<file path="src/rtl/fb_port_arbiter_if.sv">
// fb_port_arbiter_if
//   Bundles the requester-side and RAM-side signals of the frame buffer
//   port arbiter.
//   Requester side: vga_* and sob_* read request/grant/return, wr_* write request/grant.
//   RAM side: mem_read_address, mem_write_address, mem_d, mem_we out; mem_q in.
//   Modports:
//     slave  - the arbiter's view.
//     master - the view of the requesters plus the RAM, which in the bench is one environment.
interface fb_port_arbiter_if #(
  parameter int ADDR_W = 17,
  parameter int DATA_W = 8
);
  logic              vga_req;
  logic [ADDR_W-1:0] vga_addr;
  logic              vga_gnt;
  logic              vga_rvalid;
  logic [DATA_W-1:0] vga_rdata;

  logic              sob_req;
  logic [ADDR_W-1:0] sob_addr;
  logic              sob_gnt;
  logic              sob_rvalid;
  logic [DATA_W-1:0] sob_rdata;

  logic              wr_req;
  logic [ADDR_W-1:0] wr_addr;
  logic [DATA_W-1:0] wr_data;
  logic              wr_gnt;

  logic [ADDR_W-1:0] mem_read_address;
  logic [ADDR_W-1:0] mem_write_address;
  logic [DATA_W-1:0] mem_d;
  logic              mem_we;
  logic [DATA_W-1:0] mem_q;

  modport slave (
    input  vga_req, vga_addr, sob_req, sob_addr, wr_req, wr_addr, wr_data, mem_q,
    output vga_gnt, vga_rvalid, vga_rdata, sob_gnt, sob_rvalid, sob_rdata, wr_gnt,
           mem_read_address, mem_write_address, mem_d, mem_we
  );

  modport master (
    output vga_req, vga_addr, sob_req, sob_addr, wr_req, wr_addr, wr_data, mem_q,
    input  vga_gnt, vga_rvalid, vga_rdata, sob_gnt, sob_rvalid, sob_rdata, wr_gnt,
           mem_read_address, mem_write_address, mem_d, mem_we
  );
endinterface

</file>
<file path="src/rtl/fb_port_arbiter.sv">
// fb_port_arbiter
//   Shares the single read port of the frame buffer RAM between two requesters.
//   VGA scanout is the high-priority requester.
//   The Sobel window fetcher is the low-priority requester, with a starvation guard.
//   Pixel writes are forwarded onto the RAM write port.
//   All RAM-side signals are registered.
//   Read latency is 3 cycles: accept in N, rvalid in N+3. Throughput is one read per cycle.
//
//   Ports
//     clk   : system clock
//     reset : asynchronous, active-high
//     bus   : fb_port_arbiter_if.slave, which carries vga_*, sob_*, wr_* and mem_*
//
//   Build option: FB_ARB_RR_EN
//     Defined   - round-robin read arbitration with a 1-bit last-winner pointer.
//                 The pointer resets to sob, so vga wins the first conflict.
//     Undefined - fixed VGA priority. Sobel is forced to win after STARVE_MAX
//                 consecutive denied cycles.
module fb_port_arbiter #(
  parameter int ADDR_W     = 17,
  parameter int DATA_W     = 8,
  parameter int DEPTH      = 76800,
  parameter int STARVE_MAX = 8
) (
  input logic          clk,
  input logic          reset,
  fb_port_arbiter_if.slave bus
);
  // Stage 1: the address has been latched. Stage 2: the RAM has sampled it.
  localparam int STAGES = 2;
  localparam logic [ADDR_W:0] LIMIT = (ADDR_W+1)'(DEPTH);

  typedef struct packed {
    logic sob;  // the return belongs to the Sobel requester
    logic oor;  // the address was out of range, so zero data is returned
  } rd_tag_t;

  logic              vga_win, sob_win, rd_acc, rd_oor, wr_acc, wr_oor;
  logic [ADDR_W-1:0] rd_addr;
  logic [STAGES:1]   vld_pipe;
  rd_tag_t [STAGES:1] tag_pipe;

`ifdef FB_ARB_RR_EN
  logic last_sob;

  // On a conflict, priority goes to whichever requester did not win last.
  assign sob_win = bus.sob_req & (~bus.vga_req | ~last_sob);

  always_ff @(posedge clk or posedge reset) begin
    if (reset)       last_sob <= 1'b1;
    else if (rd_acc) last_sob <= sob_win;
  end
`else
  localparam int SW = $clog2(STARVE_MAX + 1);
  logic [SW-1:0] starve_cnt;
  logic          starved;

  assign starved = (starve_cnt == SW'(STARVE_MAX));
  assign sob_win = bus.sob_req & (~bus.vga_req | starved);

  always_ff @(posedge clk or posedge reset) begin
    if (reset)                           starve_cnt <= '0;
    else if (!bus.sob_req || sob_win)    starve_cnt <= '0;
    else if (!starved)                   starve_cnt <= starve_cnt + SW'(1);
  end
`endif

  assign vga_win = bus.vga_req & ~sob_win;
  assign rd_acc  = (vga_win | sob_win) & ~reset;
  assign rd_addr = sob_win ? bus.sob_addr : bus.vga_addr;
  assign rd_oor  = {1'b0, rd_addr} >= LIMIT;

  // The RAM has no read/write collision handling.
  // A write to the address being read this cycle is refused and retried by the writer.
  assign wr_acc = bus.wr_req & ~reset & ~(rd_acc & (bus.wr_addr == rd_addr));
  assign wr_oor = {1'b0, bus.wr_addr} >= LIMIT;

  // Grants are combinational. They are held low while reset is asserted.
  assign bus.vga_gnt = vga_win & ~reset;
  assign bus.sob_gnt = sob_win & ~reset;
  assign bus.wr_gnt  = wr_acc;

  always_ff @(posedge clk or posedge reset) begin
    if (reset) begin
      bus.mem_read_address  <= '0;
      bus.mem_write_address <= '0;
      bus.mem_d             <= '0;
      bus.mem_we            <= 1'b0;
      vld_pipe              <= '0;
      tag_pipe              <= '0;
      bus.vga_rvalid        <= 1'b0;
      bus.sob_rvalid        <= 1'b0;
      bus.vga_rdata         <= '0;
      bus.sob_rdata         <= '0;
    end else begin
      // An out-of-range read never reaches the RAM. Its tag forces zero data on return.
      if (rd_acc && !rd_oor) bus.mem_read_address <= rd_addr;

      // An out-of-range write is accepted and silently dropped.
      bus.mem_we <= wr_acc & ~wr_oor;
      if (wr_acc && !wr_oor) begin
        bus.mem_write_address <= bus.wr_addr;
        bus.mem_d             <= bus.wr_data;
      end

      vld_pipe[1] <= rd_acc;
      tag_pipe[1] <= '{sob: sob_win, oor: rd_oor};
      for (int i = 2; i <= STAGES; i++) begin
        vld_pipe[i] <= vld_pipe[i-1];
        tag_pipe[i] <= tag_pipe[i-1];
      end

      // mem_q now holds the data for the stage-2 address.
      bus.vga_rvalid <= vld_pipe[STAGES] & ~tag_pipe[STAGES].sob;
      bus.sob_rvalid <= vld_pipe[STAGES] &  tag_pipe[STAGES].sob;
      if (vld_pipe[STAGES] && !tag_pipe[STAGES].sob)
        bus.vga_rdata <= tag_pipe[STAGES].oor ? '0 : bus.mem_q;
      if (vld_pipe[STAGES] && tag_pipe[STAGES].sob)
        bus.sob_rdata <= tag_pipe[STAGES].oor ? '0 : bus.mem_q;
    end
  end
endmodule

</file>
<file path="src/flat_wrapper.sv">
// flat-port wrapper written by rule: the top's interface ports become plain ports
module fb_port_arbiter_flat 
#(
  parameter int ADDR_W     = 17,
  parameter int DATA_W     = 8,
  parameter int DEPTH      = 76800,
  parameter int STARVE_MAX = 8
)
  (clk, reset, bus_vga_req, bus_vga_addr, bus_sob_req, bus_sob_addr, bus_wr_req, bus_wr_addr, bus_wr_data, bus_mem_q, bus_vga_gnt, bus_vga_rvalid, bus_vga_rdata, bus_sob_gnt, bus_sob_rvalid, bus_sob_rdata, bus_wr_gnt, bus_mem_read_address, bus_mem_write_address, bus_mem_d, bus_mem_we);
  fb_port_arbiter_if #(.ADDR_W(ADDR_W), .DATA_W(DATA_W)) bus_i ();
  input logic clk;
  input logic reset;
  input wire logic [$bits(bus_i.vga_req)-1:0] bus_vga_req;
  input wire logic [$bits(bus_i.vga_addr)-1:0] bus_vga_addr;
  input wire logic [$bits(bus_i.sob_req)-1:0] bus_sob_req;
  input wire logic [$bits(bus_i.sob_addr)-1:0] bus_sob_addr;
  input wire logic [$bits(bus_i.wr_req)-1:0] bus_wr_req;
  input wire logic [$bits(bus_i.wr_addr)-1:0] bus_wr_addr;
  input wire logic [$bits(bus_i.wr_data)-1:0] bus_wr_data;
  input wire logic [$bits(bus_i.mem_q)-1:0] bus_mem_q;
  output wire logic [$bits(bus_i.vga_gnt)-1:0] bus_vga_gnt;
  output wire logic [$bits(bus_i.vga_rvalid)-1:0] bus_vga_rvalid;
  output wire logic [$bits(bus_i.vga_rdata)-1:0] bus_vga_rdata;
  output wire logic [$bits(bus_i.sob_gnt)-1:0] bus_sob_gnt;
  output wire logic [$bits(bus_i.sob_rvalid)-1:0] bus_sob_rvalid;
  output wire logic [$bits(bus_i.sob_rdata)-1:0] bus_sob_rdata;
  output wire logic [$bits(bus_i.wr_gnt)-1:0] bus_wr_gnt;
  output wire logic [$bits(bus_i.mem_read_address)-1:0] bus_mem_read_address;
  output wire logic [$bits(bus_i.mem_write_address)-1:0] bus_mem_write_address;
  output wire logic [$bits(bus_i.mem_d)-1:0] bus_mem_d;
  output wire logic [$bits(bus_i.mem_we)-1:0] bus_mem_we;
  assign bus_i.vga_req = bus_vga_req;
  assign bus_i.vga_addr = bus_vga_addr;
  assign bus_i.sob_req = bus_sob_req;
  assign bus_i.sob_addr = bus_sob_addr;
  assign bus_i.wr_req = bus_wr_req;
  assign bus_i.wr_addr = bus_wr_addr;
  assign bus_i.wr_data = bus_wr_data;
  assign bus_i.mem_q = bus_mem_q;
  assign bus_vga_gnt = bus_i.vga_gnt;
  assign bus_vga_rvalid = bus_i.vga_rvalid;
  assign bus_vga_rdata = bus_i.vga_rdata;
  assign bus_sob_gnt = bus_i.sob_gnt;
  assign bus_sob_rvalid = bus_i.sob_rvalid;
  assign bus_sob_rdata = bus_i.sob_rdata;
  assign bus_wr_gnt = bus_i.wr_gnt;
  assign bus_mem_read_address = bus_i.mem_read_address;
  assign bus_mem_write_address = bus_i.mem_write_address;
  assign bus_mem_d = bus_i.mem_d;
  assign bus_mem_we = bus_i.mem_we;
  fb_port_arbiter #(.ADDR_W(ADDR_W), .DATA_W(DATA_W), .DEPTH(DEPTH), .STARVE_MAX(STARVE_MAX)) u_core (.clk(clk), .reset(reset), .bus(bus_i));
endmodule
</file>
<file path="config.mk">
export PLATFORM = sky130hd
export DESIGN_NAME = fb_port_arbiter_flat
export DESIGN_NICKNAME = d
export VERILOG_FILES = /design/src/rtl/fb_port_arbiter_if.sv /design/src/rtl/fb_port_arbiter.sv /design/src/flat_wrapper.sv
export SDC_FILE = /design/constraint.sdc
export NUM_CORES = 1
export LEC_CHECK = 0
export ABC_AREA = 1
export CAP_MARGIN = 20
export CORE_ASPECT_RATIO = 0.9
export CORE_MARGIN = 8
export CORE_UTILIZATION = 48
export CTS_CLUSTER_DIAMETER = 80
export DETAILED_ROUTE_END_ITERATION = 6
export GPL_ROUTABILITY_DRIVEN = 0
export GPL_TIMING_DRIVEN = 0
export PLACE_DENSITY = 0.86
export SKIP_CTS_REPAIR_TIMING = 1
export SYNTH_ARGS = -nofsm -noshare
export SYNTH_HDL_FRONTEND = slang
export SYNTH_SLANG_ARGS = --single-unit
</file>
<file path="constraint.sdc">
create_clock -name clk -period 10.65 [get_ports clk]
set_input_delay 2.13 -clock clk [delete_from_list [all_inputs] [get_ports clk]]
set_output_delay 2.13 -clock clk [all_outputs]
set_load 0.03 [all_outputs]
</file>
==> impl_metrics.sql, run 1 <==
INSERT INTO impl_metrics (metric_group, metric, value, unit) VALUES
('yosys', 'ys_warn_count', '0', ''),
('setup_path', 'cp_top_family', 'buffers and inverters', ''),
('sta', 'clock-skew-final', '0.00846', 'ns'),
('clock_tree', 'cts-root-to-sink-buffers', '2', ''),
('run', 'maxCapViolCount', '0', ''),
('setup_path', 'cp_common_cell', 'sky130_fd_sc_hd__nand2_1', ''),
('clock_tree', 'tritoncts_num_sinks', '71', ''),
('clock_tree', 'clkLatencyLatePin', '0.34', 'ns'),
('route', 'post_drt_wl_per_cell', '16.3', 'um'),
('die', 'num_rows', '30', ''),
('cells_and_area', 'fraction_of_layout_instances_using_a_drive_strength_above_1', '7.36', '%'),
('global_routing', 'grt-ovfl-total', '0', ''),
('die', 'core', '0.00743', 'mm2'),
('sta', 'timing.final.crit_period', '7.29', 'ns'),
('setup_path', 'rrSetupSlack', '8.08', 'ns'),
('clock_tree', 'worst_path_clk_slew', '0.08', 'ns'),
('min_path', 'hold_depth', '0', ''),
('yosys', 'syn_inst', '461', ''),
('die', 'floorplan.initialDensity', '48.9', '%'),
('sta', 'worst_slew_pin_slew', '0.882', 'ns'),
('global_routing', 'first_pass_grt_wire_length', '18300', 'um'),
('clock_tree', 'root_buffer', 'sky130_fd_sc_hd__clkbuf_8', ''),
('cells_and_area', 'num-nets-final', '680', ''),
('sta', 'grt_setup_unrepaired', 'false', ''),
('place', 'port_buffer_cells', '134', ''),
('place', 'placed_cell_area', '0.00509', 'mm2'),
('sta', 'timing_max_transition_violations_final', '0', ''),
('setup_path', 'critPathBufInv', '5', ''),
('run_status', 'status', 'complete, no violations', ''),
('yosys', 'syn-cell-area', '0.00363', 'mm2'),
('yosys', 'syn_area_per_cell', '7.88', 'um2'),
('yosys', 'syn-num-nets', '535', ''),
('power', 'pwr_density_cell', '159', 'mW/mm2'),
('global_routing', 'number_of_global_route_vias_before_repair', '3672', ''),
('route', 'drc', '0', ''),
('yosys', 'synth_sequential_area_ratio', '48.9', '%'),
('power', 'static_power_due_to_leakage', '2.66', 'nW'),
('setup_path', 'terminus_of_the_critical_flop_to_flop_path', 'u_core.bus.mem_read_address[2]$_DFFE_PP0P_', ''),
('yosys', 'yosys.cell_types.count', '27', ''),
('cells_and_area', 'syn_to_final_growth', '44.7', '%'),
('setup_path', 'critical_path_required', '8.52', 'ns'),
('sta', 'setup_tns', '0', 'ns'),
('setup_path', 'timing.rr.start', 'u_core.starve_cnt[0]$_DFFE_PP0P_', ''),
('cells_and_area', 'diodes', '0', ''),
('global_routing', 'initial_antenna_violation_count', '0', ''),
('sta', 'slew_headroom', '41.2', '%'),
('die', 'io_pins', '136', ''),
('sta', 'achievable-frequency', '137', 'MHz'),
('route', 'drt_pre_antenna_iters', '7', ''),
('route', 'vias', '3719', ''),
('setup_path', 'depth_of_the_worst_register_to_register_path', '13', ''),
('clock_tree', 'tritoncts_clock_tree', 'done', ''),
('route', 'drt_iter0_markers', '238', ''),
('setup_path', 'setup.worst_path.end_class', 'output port', ''),
('cells_and_area', 'final_common_cell', 'sky130_fd_sc_hd__nand2_1', ''),
('route', 'drtAntennaViolNets', '0', ''),
('clock_tree', 'cts-buffers-inserted', '9', ''),
('place', 'detailed_place_hpwl', '8780', 'um'),
('yosys', 'yosys_register_bits', '71', ''),
('yosys', 'synth_top_cell_area_share', '48.9', '%'),
('cells_and_area', 'layout.cells.most_common_list', 'sky130_fd_sc_hd__nand2_1 (165), sky130_fd_sc_hd__clkdlybuf4s50_1 (134), sky130_fd_sc_hd__dfrtp_1 (71)', ''),
('setup_path', 'worstPathCellList', 'clkdlybuf4s50_1 -> inv_4 -> nand2_1 -> nand2_1 -> nand2_1 -> nor2_1 -> nand2_1 -> nor2_2 -> nand3_4 -> buf_2 -> nand2_1 -> inv_1 -> clkdlybuf4s50_1', ''),
('min_path', 'worst_hold_startpoint', 'u_core.tag_pipe[0]$_DFF_PP0_', ''),
('clock_tree', 'clock_tree.htree_level_count', '3', ''),
('cells_and_area', 'final_design_area_no_fill', '0.00525', 'mm2'),
('power', 'vdd.ir_drop.worst', '75.7', 'uV'),
('die', 'overall_die_area', '0.0106', 'mm2'),
('min_path', 'holdPathEnd', 'u_core.tag_pipe[2]$_DFF_PP0_', ''),
('setup_path', 'critical_path.slowest_cell', 'sky130_fd_sc_hd__inv_4', ''),
('die', 'die_x', '108', 'um'),
('sta', 'final_hold_violation_count', '0', '');
==> final cells by class <==
class                           count  area (um2)  share of cell area [%]
Clock inverter                      4        22.5                   0.429
Timing Repair Buffer              134        1340                    25.5
Inverter                           59         224                    4.26
Sequential cell                    71        1780                    33.8
Tap cell                           96         120                    2.29
Multi-Input combinational cell    311        1510                    28.7
Clock buffer                       12         135                    2.57
Buffer                             20         124                    2.36
==> routing by layer <==
layer  vias to the layer above  GRT usage (%)  wire [um]
met2                       203           35.6       5540
met5                         -              0          0
met4                         0           7.04        189
li1                       1758              -          -
met1                      1741           27.3       4680
met3                        17           5.61       1130
==> power by group <==
| group | switching (mW) | internal (mW) | leakage (nW) | total, mW |
|---|---|---|---|---|
| clock network | 0.0994 | 0.0837 | 0.0801 | 0.183 |
| logic | 0.182 | 0.130 | 1.68 | 0.312 |
| registers | 0.0255 | 0.315 | 0.893 | 0.340 |
==> flip-flops by register name (all words and copies together) (netlist names) <==
register,flops
u_core.bus.mem_write_address,17
u_core.bus.sob_rvalid,1
u_core.bus.vga_rvalid,1
u_core.bus.sob_rdata,8
u_core.starve_cnt,4
u_core.tag_pipe,4
u_core.vld_pipe,2
u_core.bus.mem_d,8
u_core.bus.mem_we,1
u_core.bus.mem_read_address,17
u_core.bus.vga_rdata,8
==> through the flow <==
step	instances	util (%)	hold slack, ns	setup WS, ns	power (mW)
2_1_floorplan	461	-	0.331	3.71	0.508
3_3_place_gp	691	68.5	0.335	1.99	0.649
3_5_place_dp	691	68.6	0.337	3.32	0.657
4_1_cts	707	70.7	0.352	3.31	0.839
5_1_grt	707	70.7	0.361	3.02	0.879
6_report	707	70.7	0.356	3.36	0.835
==> synth_stat cells (all sizes together) <==
cell type and number:
a21o 1, nand3 39, xor2 1, clkbuf 6, nand2 167, dfrtp 71
o211ai 5, inv 58, ha 2, o21ai 22, xnor2 1, nor2 27
a21oi 1, buf 14, mux2 8, nand4 27, clkinv 1, nand3b 10
==> worst max-delay path by stage <==
stage	from	endpoint	slack (ns)	cells past startpoint
floorplan	reset	bus_wr_gnt	3.71	11
global placement	reset	bus_wr_gnt	1.99	13
detailed placement	reset	bus_wr_gnt	3.32	13
CTS	reset	bus_wr_gnt	3.31	13
global route	reset	bus_wr_gnt	3.02	13
finish	reset	bus_wr_gnt	3.36	13
==> cells by family after synthesis <==
kind of cell / Yosys count / share of synthesized area [%]
fa+ha+maj: 2 / 0.689
buf+inv: 79 / 9.51
flops: 71 / 48.9
mux: 8 / 2.48
simple gates: 270 / 33.4
xor+xnor: 2 / 0.483
compound gates: 29 / 4.51
No activity file was read; power rests on OpenSTA's default activity.
==> run 2, diff against run 1 <==
--- a/config.mk
+++ b/config.mk
@@ -9,12 +9,12 @@
 export CAP_MARGIN = 20
 export CORE_ASPECT_RATIO = 0.9
 export CORE_MARGIN = 8
-export CORE_UTILIZATION = 48
+export CORE_UTILIZATION = 40
 export CTS_CLUSTER_DIAMETER = 80
 export DETAILED_ROUTE_END_ITERATION = 6
 export GPL_ROUTABILITY_DRIVEN = 0
 export GPL_TIMING_DRIVEN = 0
-export PLACE_DENSITY = 0.86
+export PLACE_DENSITY = 0.76
 export SKIP_CTS_REPAIR_TIMING = 1
 export SYNTH_ARGS = -nofsm -noshare
 export SYNTH_HDL_FRONTEND = slang
==> constraint.sdc (replaced) <==
create_clock -name clk -period 6.3 [get_ports clk]
set_input_delay 1.26 -clock clk [delete_from_list [all_inputs] [get_ports clk]]
set_output_delay 1.26 -clock clk [all_outputs]
set_load 0.03 [all_outputs]
==> impl_metrics.sql, run 2 (synthesized netlist as in run 1, its figures left out) <==
INSERT INTO impl_metrics (metric_group, metric, value, unit) VALUES
('clock_tree', 'worst_path_clk_slew', '0.08', 'ns'),
('clock_tree', 'clkLatencyLatePin', '0.35', 'ns'),
('sta', 'fin_ws', '0.794', 'ns'),
('global_routing', 'initial_antenna_violation_count', '0', ''),
('cells_and_area', 'diodes', '0', ''),
('cells_and_area', 'syn_to_final_growth', '46.6', '%'),
('cells_and_area', 'largest_registers', 'u_core.bus.mem_read_address: 17 flops, u_core.bus.mem_write_address: 17 flops', ''),
('die', 'die_x', '116', 'um'),
('clock_tree', 'tritoncts_clock_tree', 'done', ''),
('setup_path', 'critical-path-max-stage-delay', '0.68', 'ns'),
('cells_and_area', 'final_design_area_no_fill', '0.00532', 'mm2'),
('route', 'post_drt_wl_per_cell', '16.1', 'um'),
('sta', 'final_hold_violation_count', '0', ''),
('setup_path', 'terminus_of_the_critical_flop_to_flop_path', 'u_core.bus.mem_read_address[1]$_DFFE_PP0P_', ''),
('die', 'floorplan.initialDensity', '40.5', '%'),
('die', 'overall_die_area', '0.0124', 'mm2'),
('route', 'drc', '0', ''),
('min_path', 'worst_hold_startpoint', 'u_core.tag_pipe[0]$_DFF_PP0_', ''),
('route', 'drtAntennaViolNets', '0', ''),
('power', 'vdd.ir_drop.worst', '142', 'uV'),
('clock_tree', 'cts-root-to-sink-buffers', '2', ''),
('setup_path', 'critical_path_peak_fanout', '73', ''),
('sta', 'finalCritPeriodShare', '87.4', '%'),
('power', 'static_power_due_to_leakage', '2.67', 'nW'),
('sta', 'clock-skew-final', '0.00652', 'ns'),
('route', 'vias', '3714', ''),
('min_path', 'worst_hold_path_type', 'register to register', ''),
('run_status', 'status', 'complete, no violations', ''),
('sta', 'slew_headroom', '39.7', '%'),
('setup_path', 'cp_top_family', 'buffers and inverters', ''),
('global_routing', 'grt-ovfl-total', '0', ''),
('sta', 'worst_slew_pin_slew', '0.905', 'ns'),
('route', 'drt_iter0_markers', '269', ''),
('clock_tree', 'cts-buffers-inserted', '9', ''),
('setup_path', 'cp.depth', '13', ''),
('cells_and_area', 'layout.cells.most_common_list', 'sky130_fd_sc_hd__nand2_1 (165), sky130_fd_sc_hd__clkdlybuf4s50_1 (134), sky130_fd_sc_hd__dfrtp_1 (71)', ''),
('clock_tree', 'tritoncts_num_sinks', '71', ''),
('sta', 'timing_max_transition_violations_final', '0', ''),
('setup_path', 'setup.worst_path.end_class', 'output port', ''),
('place', 'port_buffer_cells', '134', ''),
('setup_path', 'critPathBufInv', '5', ''),
('place', 'placed_cell_area', '0.00513', 'mm2'),
('place', 'place_worst_setup_slack', '0.754', 'ns'),
('place', 'detailed_place_hpwl', '9010', 'um'),
('sta', 'setup_tns', '0', 'ns'),
('sta', 'timing.final.crit_period', '5.51', 'ns'),
('setup_path', 'timing.rr.start', 'u_core.starve_cnt[0]$_DFFE_PP0P_', ''),
('sta', 'achievable-frequency', '182', 'MHz'),
('clock_tree', 'root_buffer', 'sky130_fd_sc_hd__clkbuf_8', ''),
('global_routing', 'number_of_global_route_vias_before_repair', '3777', ''),
('route', 'viasPerCell', '5.07', ''),
('global_routing', 'first_pass_grt_wire_length', '18900', 'um'),
('power', 'pwr_density_cell', '277', 'mW/mm2'),
('setup_path', 'critical_path.slowest_cell', 'sky130_fd_sc_hd__inv_4', ''),
('cells_and_area', 'final_core_util', '59.4', '%'),
('cells_and_area', 'num-nets-final', '680', ''),
('setup_path', 'worstPathCellList', 'clkdlybuf4s50_1 -> inv_4 -> nand2_1 -> nand2_1 -> nand2_1 -> nor2_1 -> nand2_1 -> nor2_2 -> nand3_4 -> buf_2 -> nand2_1 -> inv_1 -> clkdlybuf4s50_1', ''),
('global_routing', 'grt_start_max_net_pins', '74', ''),
('setup_path', 'cp_common_cell', 'sky130_fd_sc_hd__nand2_1', ''),
('setup_path', 'critPathKind', 'primary input to output port', ''),
('setup_path', 'depth_of_the_worst_register_to_register_path', '13', ''),
('sta', 'grt_setup_unrepaired', 'false', ''),
('clock_tree', 'clock_tree.htree_level_count', '3', ''),
('die', 'io_pins', '136', ''),
('die', 'num_rows', '33', ''),
('setup_path', 'critical_path_required', '5.04', 'ns'),
('cells_and_area', 'fraction_of_layout_instances_using_a_drive_strength_above_1', '7.86', '%'),
('min_path', 'holdPathEnd', 'u_core.tag_pipe[2]$_DFF_PP0_', ''),
('run', 'maxCapViolCount', '0', ''),
('die', 'die_y', '106', 'um'),
('cells_and_area', 'layout.filler_cells', '821', ''),
('setup_path', 'rrSetupSlack', '3.71', 'ns'),
('setup_path', 'critical_path.startpoint_type', 'primary input', ''),
('min_path', 'hold_depth', '0', ''),
('cells_and_area', 'final_common_cell', 'sky130_fd_sc_hd__nand2_1', ''),
('global_routing', 'groute.usage.overall', '19.4', '%'),
('route', 'wl', '11800', 'um'),
('route', 'drt_pre_antenna_iters', '4', ''),
('die', 'core', '0.00896', 'mm2'),
('sta', 'finalSetupViolCount', '0', ''),
('setup_path', 'worst-endpoint-arrival', '4.25', 'ns');
run 2: cell types whose count changed in the layout (fill, tap and decap cells not counted):
cell                         delta
sky130_fd_sc_hd__bufinv_16      +1
sky130_fd_sc_hd__clkbuf_1       -3
sky130_fd_sc_hd__clkinv_2       -1
sky130_fd_sc_hd__clkinv_4       +1
sky130_fd_sc_hd__clkinvlp_4     +1
sky130_fd_sc_hd__inv_6          +1
run 2: metal layers:
metal | global-route usage [%] | share of wire [%] | wire, um | up-vias
met5 | 0 | 0 | 0 | -
li1 | - | - | - | 1764
met2 | 30.7 | 47 | 5510 | 168
met4 | 6.48 | 1.8 | 216 | 0
met3 | 5.61 | 8.8 | 1040 | 16
met1 | 24.7 | 43 | 5020 | 1766
run 2: how the worst max path moves through the flow:
| stage | from | to | slack (ns) |
|---|---|---|---|
| after floorplan | reset | bus_wr_gnt | 1.10 |
| after global placement | reset | bus_wr_gnt | -0.67 |
| after detailed placement | reset | bus_wr_gnt | 0.75 |
| after CTS | reset | bus_wr_gnt | 0.75 |
| after global routing | reset | bus_wr_gnt | 0.40 |
| final | reset | bus_wr_gnt | 0.79 |
run 2: layout make-up:
class / count / area, um2 / area share [%]
Inverter: 59 / 224 / 4.21
Buffer: 20 / 124 / 2.33
Sequential cell: 71 / 1780 / 33.4
Clock inverter: 7 / 72.6 / 1.36
Multi-Input combinational cell: 311 / 1510 / 28.3
Timing Repair Buffer: 134 / 1340 / 25.2
Tap cell: 122 / 153 / 2.87
Clock buffer: 9 / 124 / 2.33
run 2: power breakdown:
group / internal (mW) / leakage, nW / total (mW) / switching [mW]
clock: 0.184 / 0.0956 / 0.371 / 0.187
combinational: 0.220 / 1.68 / 0.527 / 0.307
sequential: 0.532 / 0.893 / 0.575 / 0.0436
total: 0.936 / 2.67 / 1.47 / 0.537
run 2: per-stage QoR:
step | hold WS (ns) | total power [mW] | cells
3_3_place_gp | 0.334 | 1.10 | 717
3_5_place_dp | 0.337 | 1.11 | 717
4_1_cts | 0.346 | 1.48 | 733
6_report | 0.349 | 1.47 | 733
5_1_grt | 0.347 | 1.55 | 733
2_1_floorplan | 0.331 | 0.859 | 461
==> run 3, diff against run 2 <==
--- a/config.mk
+++ b/config.mk
@@ -11,11 +11,12 @@
 export CORE_MARGIN = 8
 export CORE_UTILIZATION = 40
 export CTS_CLUSTER_DIAMETER = 80
+export CTS_CLUSTER_SIZE = 40
 export DETAILED_ROUTE_END_ITERATION = 6
-export GPL_ROUTABILITY_DRIVEN = 0
 export GPL_TIMING_DRIVEN = 0
 export PLACE_DENSITY = 0.76
 export SKIP_CTS_REPAIR_TIMING = 1
 export SYNTH_ARGS = -nofsm -noshare
 export SYNTH_HDL_FRONTEND = slang
 export SYNTH_SLANG_ARGS = --single-unit
+export TNS_END_PERCENT = 1
==> results of run 3 <==
The final DEF is identical to that of run 2; final timing and power are the same.
